**config.mk**
```make
export PLATFORM = sky130hd
export DESIGN_NAME = vga_mode_sched
export DESIGN_NICKNAME = d
export VERILOG_FILES = /design/src/rtl/vga_mode_sched.sv
export SDC_FILE = /design/constraint.sdc
export NUM_CORES = 1
export LEC_CHECK = 0
export BUFFER_PORTS_ARGS = -buffer_cell sky130_fd_sc_hd__buf_2
export CAP_MARGIN = 20
export CORE_UTILIZATION = 40
export CTS_BUF_LIST = sky130_fd_sc_hd__clkbuf_2
export CTS_CLUSTER_SIZE = 16
export DETAILED_ROUTE_END_ITERATION = 12
export PLACE_DENSITY_LB_ADDON = 0.3
export SLEW_MARGIN = 20
export SYNTH_ARGS = -nofsm -noshare
export SYNTH_HDL_FRONTEND = slang
export SYNTH_SLANG_ARGS = --single-unit
```
**constraint.sdc**
```tcl
create_clock -name clk -period 2 [get_ports clk]
set_input_delay 0.4 -clock clk [delete_from_list [all_inputs] [get_ports clk]]
set_output_delay 0.4 -clock clk [all_outputs]
set_load 0.005 [all_outputs]
```
**src/rtl/vga_mode_sched.sv**
```systemverilog
// Video mode scheduler: swaps the timing generator's mode at a frame boundary
// with a held reset and blanking window. Define VGA_MODE_SETTLE_EN to add post-reset settle frames.
module vga_mode_sched #(
    parameter int RESET_CYCLES  = 16,
    parameter int SETTLE_FRAMES = 2,
    parameter int FRAME_TIMEOUT = 4194304
) (
    input  logic        clk,
    input  logic        rstn,
    input  logic        req_valid,
    input  logic [2:0]  req_mode,
    output logic        req_ready,
    input  logic        frame_start,
    output logic        vtc_rstn,
    output logic        blank,
    output logic [11:0] h_active,
    output logic [11:0] h_fp,
    output logic [11:0] h_sync,
    output logic [11:0] h_bp,
    output logic [10:0] v_active,
    output logic [10:0] v_fp,
    output logic [10:0] v_sync,
    output logic [10:0] v_bp,
    output logic        h_pol,
    output logic        v_pol,
    output logic [2:0]  cur_mode,
    output logic        busy,
    output logic        done,
    output logic        err
);

    typedef enum logic [2:0] {RUN, WAIT_FRAME, HOLD, SETTLE, RST_INIT} state_t;

    localparam logic [7:0]  HOLD_LAST = 8'(RESET_CYCLES - 1);
    localparam logic [22:0] TO_LAST   = 23'(FRAME_TIMEOUT - 1);
`ifdef VGA_MODE_SETTLE_EN
    localparam logic [3:0]  SF_LAST   = 4'(SETTLE_FRAMES - 1);
`endif

    // {h_active, h_fp, h_sync, h_bp, v_active, v_fp, v_sync, v_bp}
    function automatic logic [91:0] mode_timing(input logic [2:0] m);
        case (m)
            3'd1:    return {12'd800,  12'd40,  12'd128, 12'd88,  11'd600,  11'd1,  11'd4, 11'd23};
            3'd2:    return {12'd1024, 12'd24,  12'd136, 12'd160, 11'd768,  11'd3,  11'd6, 11'd29};
            3'd3:    return {12'd1280, 12'd110, 12'd40,  12'd220, 11'd720,  11'd5,  11'd5, 11'd20};
            3'd4:    return {12'd1280, 12'd48,  12'd112, 12'd248, 11'd1024, 11'd1,  11'd3, 11'd38};
            3'd5:    return {12'd1680, 12'd48,  12'd32,  12'd80,  11'd1050, 11'd3,  11'd6, 11'd21};
            3'd6:    return {12'd1920, 12'd88,  12'd44,  12'd148, 11'd1080, 11'd4,  11'd5, 11'd36};
            default: return {12'd640,  12'd16,  12'd96,  12'd48,  11'd480,  11'd10, 11'd2, 11'd33};
        endcase
    endfunction

    state_t      state_q;
    logic        vtc_rstn_q, blank_q, ready_q, busy_q, done_q, err_q, init_q;
    logic [2:0]  mode_q, new_mode_q;
    logic [91:0] timing_q;
    logic [7:0]  hold_cnt_q;
    logic [22:0] to_cnt_q;
`ifdef VGA_MODE_SETTLE_EN
    logic [3:0]  frame_cnt_q;
`endif

    always_ff @(posedge clk) begin
        if (!rstn) begin
            state_q     <= RST_INIT;
            vtc_rstn_q  <= 1'b0;
            blank_q     <= 1'b1;
            ready_q     <= 1'b0;
            busy_q      <= 1'b1;
            done_q      <= 1'b0;
            err_q       <= 1'b0;
            init_q      <= 1'b1;
            mode_q      <= 3'd0;
            new_mode_q  <= 3'd0;
            timing_q    <= mode_timing(3'd0);
            hold_cnt_q  <= 8'd0;
            to_cnt_q    <= 23'd0;
`ifdef VGA_MODE_SETTLE_EN
            frame_cnt_q <= 4'd0;
`endif
        end else begin
            done_q <= 1'b0;
            err_q  <= 1'b0;
            case (state_q)
                // Reset already loaded mode 0 and asserted blank/vtc reset; just start the hold count.
                RST_INIT: begin
                    hold_cnt_q <= HOLD_LAST;
                    state_q    <= HOLD;
                end
                RUN: begin
                    if (req_valid && ready_q) begin
                        if (req_mode == 3'd7) begin
                            err_q <= 1'b1;
                        end else if (req_mode == mode_q) begin
                            done_q <= 1'b1;
                        end else begin
                            new_mode_q <= req_mode;
                            to_cnt_q   <= 23'd0;
                            busy_q     <= 1'b1;
                            ready_q    <= 1'b0;
                            state_q    <= WAIT_FRAME;
                        end
                    end
                end
                WAIT_FRAME: begin
                    if (frame_start || to_cnt_q >= TO_LAST) begin
                        state_q    <= HOLD;
                        blank_q    <= 1'b1;
                        vtc_rstn_q <= 1'b0;
                        mode_q     <= new_mode_q;
                        timing_q   <= mode_timing(new_mode_q);
                        hold_cnt_q <= HOLD_LAST;
                    end else if (to_cnt_q != '1) begin
                        to_cnt_q <= to_cnt_q + 23'd1;
                    end
                end
                HOLD: begin
                    if (hold_cnt_q == 8'd0) begin
                        vtc_rstn_q <= 1'b1;
`ifdef VGA_MODE_SETTLE_EN
                        frame_cnt_q <= 4'd0;
                        state_q     <= SETTLE;
`else
                        state_q <= RUN;
                        blank_q <= 1'b0;
                        busy_q  <= 1'b0;
                        ready_q <= 1'b1;
                        done_q  <= !init_q;
                        init_q  <= 1'b0;
`endif
                    end else begin
                        hold_cnt_q <= hold_cnt_q - 8'd1;
                    end
                end
                SETTLE: begin
`ifdef VGA_MODE_SETTLE_EN
                    // Only frames from the released generator count; HOLD never reaches here.
                    if (frame_start) begin
                        if (frame_cnt_q == SF_LAST) begin
                            state_q <= RUN;
                            blank_q <= 1'b0;
                            busy_q  <= 1'b0;
                            ready_q <= 1'b1;
                            done_q  <= !init_q;
                            init_q  <= 1'b0;
                        end else begin
                            frame_cnt_q <= frame_cnt_q + 4'd1;
                        end
                    end
`else
                    state_q <= RUN;
`endif
                end
                default: state_q <= RST_INIT;
            endcase
        end
    end

    assign req_ready = ready_q;
    assign vtc_rstn  = vtc_rstn_q;
    assign blank     = blank_q;
    assign busy      = busy_q;
    assign done      = done_q;
    assign err       = err_q;
    assign cur_mode  = mode_q;
    assign {h_active, h_fp, h_sync, h_bp, v_active, v_fp, v_sync, v_bp} = timing_q;
    assign h_pol     = 1'b0;
    assign v_pol     = 1'b0;

endmodule

```
Word-level counts from Yosys, hierarchy flattened
Index checks and enable logic that the tools add are counted.
Word-level totals
  output and inout bits: 103
  word-level logic and storage cells: 93
  flip-flop bits (word level): 139
  input bits: 7
Operators by class
  eq/ne operators: 21
  $add $sub $neg: 2
  multiplexer cells: 36
  reduce and logical (&&, ||, !) cells: 18
  magnitude comparators: 1
  bitwise gates (word level): 2
Operator list (count)
  $pmux 91 s6: 1
  $mux 23: 5
  $pmux 23 s2: 1
  $pmux 8 s3: 1
  $add 23x1->23 const B: 1
  $ge 23x22->1 const B: 1
  $ne 23x23->1 const B: 1
  $mux 8: 2
  $ne 2x2->1 const B: 8
  $eq 3x3->1 const B: 5
  $mux 1: 15
  $mux 3: 5
  $pmux 3 s5: 1
  $eq 3x2->1 const B: 4
  $pmux 1 s2: 5
  $reduce_and 5->1: 2
  $reduce_and 3->1: 3
  $logic_not 8->1: 1
  $sub 8x1->8 const B: 1
  $eq 3x1->1 const B: 2
  $reduce_and 6->1: 1
  $reduce_bool 2->1: 3
  $reduce_and 2->1: 2
  $reduce_and 4->1: 1
  7 further kinds: 8

Depth between registers and ports, before layout
  depth in word-level cells: 5
  depth in mapped cells: 9
  mapped depth without buffers: 7

Worst setup path before layout
OpenSTA, ideal clock, no wires.
  kind: register to register
  start point: reg to_cnt_q[0]
  end point: reg timing_q[0]
  cell stages (with the launch flop): 9
  arrival: 1.960 ns
  path buffers: 2
  period minus slack after synthesis: 2.074 ns
  setup time: 0.114 ns
  data required time: 1.886 ns
  path slack: -0.074 ns
  cells stage by stage: dfxtp_1 ha_1 a21oi_1 or4_4 o21ai_4 nand2_4 buf_6 buf_2 a21o_1
On the way
  longest elaborated chain between the ends: 3
Ends and longest elaborated chain
  start: declaration: RTL line 58  | logic [22:0] to_cnt_q;
  start signal: assignment: RTL line 114  | to_cnt_q <= to_cnt_q + 23'd1;
  $ge 23x22->1: RTL line 106  | if (frame_start || to_cnt_q >= TO_LAST) begin
  $logic_or 1x1->1: RTL line 106
  $reduce_and 2->1 (no source line)
  end signal: assignment: RTL line 75  | timing_q <= mode_timing(3'd0);
  end signal: assignment: RTL line 111  | timing_q <= mode_timing(new_mode_q);
  end: declaration: RTL line 56  | logic [91:0] timing_q;
No other way between the ends.
A chain may end at the register's enable or synchronous reset.

Final worst setup path
  start point: reg to_cnt_q[0]
  end point: reg timing_q[42]
Same word-level chain as after synthesis.

==> run metrics <==
number of global-route vias before repair 3,994; Worst setup EP type flip-flop; CTS tree yes; Slew HR 65.82%; final hold violation count 0; Horiz. Die Dim 106.9 um; Slew Limit Fails 0; IO Count 110; crit-path max FO 6; largest net degree at the start of global routing 43; combinational share of power 9.1%; Highest Clock Rate 469.5 MHz; worst min-delay path class input port to flip-flop; Core ar. 0.01051 sq mm; maximum vdd drop 268.1 uV; max capacitance violation total 0; Final Skew 0.02398 ns; critical path required time 2.50 ns; CP Launch Type flip-flop; Starting Density 41.90%; Hold-fix buffers, CTS 0; initial antenna violation count 0; slowest stage delay, CP 0.54 ns; Crit Path Class flip-flop to flip-flop; final setup violation count 38; setup ws final -0.1297 ns; final cell count without fillers 803; # clock sinks 88; GRT met2 Usage 34.65%; Die ar. 0.01143 sq mm; ys flop type dfxtp_1; Cells after Synth 546; area grow syn2layout 23.36%; Layout Nets 670; Post-synth EDFFs 0; Worst-path clk slew 0.26 ns; CTS root buffer clkbuf_2; Pre-antenna DRT Iters 5; post-synthesis sequential area ratio 40.01%; met3 usage 3.526%; antenna-violating nets left 0; Clock Power Share 31.5%; Tmin final 2.130 ns; htree depth 3; TritonCTS Buffers 9; first-pass GRT wire length 18,610 um; M1 GR Usage 25.49%; routed len/inst 14.34 um; Yosys reg bits 88; clk_lat worst skew 0.54 ns; Via density 5.309; RSZ-0062 raised after global routing true; Top delay family on crit path simple AND/OR/NAND/NOR gates; Switching Fraction 27.48%; GR peak layer met2; Pleak 0.002271 uW; initial DRC count 260; grt ovf 0; routability cong. 0.8490; critical-path cell list ha_4, a21oi_2, or4_4, o21ai_4, nand2_4, buf_6, or3_4, a21oi_2; synth unique cells 61; CP bufs+invs 1; ratio of cells with drive above 1 in the final layout 31.38%; violated checks setup timing; Most common cell on crit path a21oi_2; post-DP HPWL 7884 um; status finished with violations; Tcrit/Tclk final 106.5%; GRT Overall Usage 20.30%; die span in y 106.9 um; crit path DAT 2.63 ns; Post-Route WL 11,520 um; vias 4,263; Slowest-stage cell, CP or4_4; register share of total power 59.4%; Net Sw Power 831.2 uW; DRC violations left 0; cell area after synthesis 0.004403 sq mm; measured slew at the worst slew-check pin 0.5108 ns; asr flop ratio synth 0%; number of I/O port buffers 61; Yosys warning count 0; Final TNS setup -1.575 ns; Mean Syn Cell Area 8.064 sq um; clk buf depth 2; dpl cells 773; Core Rows 37; Internal 2193 uW; Power Dens Cells 556.9 mW/mm^2
==> repair_timing <==
item | in CTS | in global routing
endpoints found under the hold margin | 0 | 0
pin swaps | 16 | 11
endpoints found under the setup margin | 62 | 72
setup buffers | 7 | 4
gates resized for setup | 34 | 25
cloned | 3 | 1
==> kinds of logic (layout without fill, tap and decap cells) <==
family | count (synthesis) | count (layout) | synth area share, %
flip-flops | 88 | 88 | 40.01
XOR/XNOR | 4 | 4 | 0.7958
adder cells (fa/ha/maj) | 2 | 2 | 0.5683
other | 1 | 49 | 0.08517
buffers and inverters | 89 | 158 | 13.13
AND/OR/NAND/NOR | 236 | 239 | 26.85
multiplexers | 4 | 4 | 0.9094
AO/OA/AOI/OAI | 122 | 123 | 17.65
==> cell usage in the layout (no fill, tap or decap), drive strengths merged, types with 3 or more instances in the layout <==
| cell | n |
|---|---|
| o31ai | 5 |
| clkbuf | 10 |
| a31oi | 12 |
| or2 | 3 |
| and2 | 5 |
| nand4 | 10 |
| a311oi | 4 |
| mux2i | 4 |
| nor2b | 6 |
| buf | 138 |
| inv | 5 |
| conb | 48 |
| dfxtp | 88 |
| nand3b | 3 |
| a21o | 8 |
| nor2 | 52 |
| nand2 | 67 |
| and3 | 10 |
| or3 | 14 |
| or4 | 4 |
| xor2 | 3 |
| o211ai | 4 |
| o21a | 3 |
| o21ai | 30 |
| nor3 | 18 |
| and4 | 5 |
| a21oi | 41 |
| nand3 | 26 |
| o2bb2ai | 3 |
| nand2b | 6 |
| nor4 | 6 |
==> synth_stat cells, types with 2 or more instances <==
cell type  instances  area share, %
dfxtp_1           88             40
nand2_1           65            5.5
buf_4             57            9.7
nor2_1            52            4.4
a21oi_1           41            4.7
o21ai_0           28            3.2
nand3_1           26            3.0
clkbuf_1          19            1.6
nor3_1            17            1.9
or3_1             14            2.0
a31oi_1           12            1.7
and3_1            10            1.4
nand4_1            9            1.3
a21o_1             8            1.4
nand2b_1           6           0.85
nor2b_1            6           0.85
nor4_1             6           0.85
and4_1             5           0.99
buf_2              5           0.57
a311oi_1           4           0.80
mux2i_1            4           0.91
o211ai_1           4           0.68
o31ai_1            4           0.68
buf_6              3           0.77
inv_1              3           0.26
nand3b_1           3           0.51
o2bb2ai_1          3           0.60
or2_2              3           0.43
or4_1              3           0.51
xor2_1             3           0.60
a211oi_1           2           0.34
ha_1               2           0.57
nor4b_1            2           0.40
o21bai_1           2           0.34
==> sequential cells by signal, indices dropped and copies added, names as in the netlist <==
signal and flops:
vtc_rstn 1, timing_q 41, hold_cnt_q 8, busy 1, cur_mode 3, req_ready 1, state_q 3, new_mode_q 3
blank 1, err 1, to_cnt_q 23, done 1, init_q 1
==> tightest hold or removal path, delay by kind of cell <==
kind / cells / cell delay, ns
and+or+nand+nor: 1 / 0.07
muxes: 1 / 0.07
buffers and inverters: 2 / 0.22
==> power by group through the flow <==
| stage | Sequential (uW) | Combinational (uW) | Clock [uW] |
|---|---|---|---|
| after floorplan | 1830 | 222 | 0 |
| after global placement | 1830 | 238 | 0 |
| after detailed placement | 1830 | 242 | 0 |
| after CTS | 1800 | 258 | 971 |
| after global routing | 1800 | 306 | 1050 |
| final | 1800 | 275 | 953 |
==> routing by layer <==
layer,vias to the layer above,share of wire (%)
met3,22,5.5
met2,145,49
met5,-,0
met1,2027,44
li1,2069,-
met4,0,1.8
==> worst paths after layout <==
kind / endpoint / start / slack (ns) / cells after the start
max: timing_q[42] / to_cnt_q[0] / -0.13 / 8
min: new_mode_q[0] / req_mode[0] / 0.24 / 4
max reg2reg: timing_q[42] / to_cnt_q[0] / -0.13 / 8
min reg2reg: timing_q[58] / timing_q[58] / 0.48 / 2
==> per-stage QoR <==
step | area (sq um) | hold WS (ns) | total power (uW) | util, % | setup slack [ns]
3_5_place_dp | 5007 | 0.4356 | 2071 | 47.65 | -0.1252
2_1_floorplan | 4587 | 0.4275 | 2051 | - | 0.01288
4_1_cts | 5298 | 0.2060 | 3024 | 50.41 | -0.1485
3_3_place_gp | 5007 | 0.4342 | 2065 | 47.65 | -0.08097
6_report | 5431 | 0.2357 | 3025 | 51.68 | -0.1297
5_1_grt | 5429 | 0.1630 | 3160 | 51.66 | -0.2050
==> layout make-up <==
cell class	instances	area (sq um)
Fill cell	975	5077
Timing Repair Buffer	138	917.1
Clock buffer	10	50.05
Clock inverter	6	67.56
Antenna cell	1	2.502
Inverter	4	15.01
Tap cell	136	170.2
Sequential cell	88	1778
Multi-Input combinational cell	420	2431
Power figures use the tool's default switching activity.
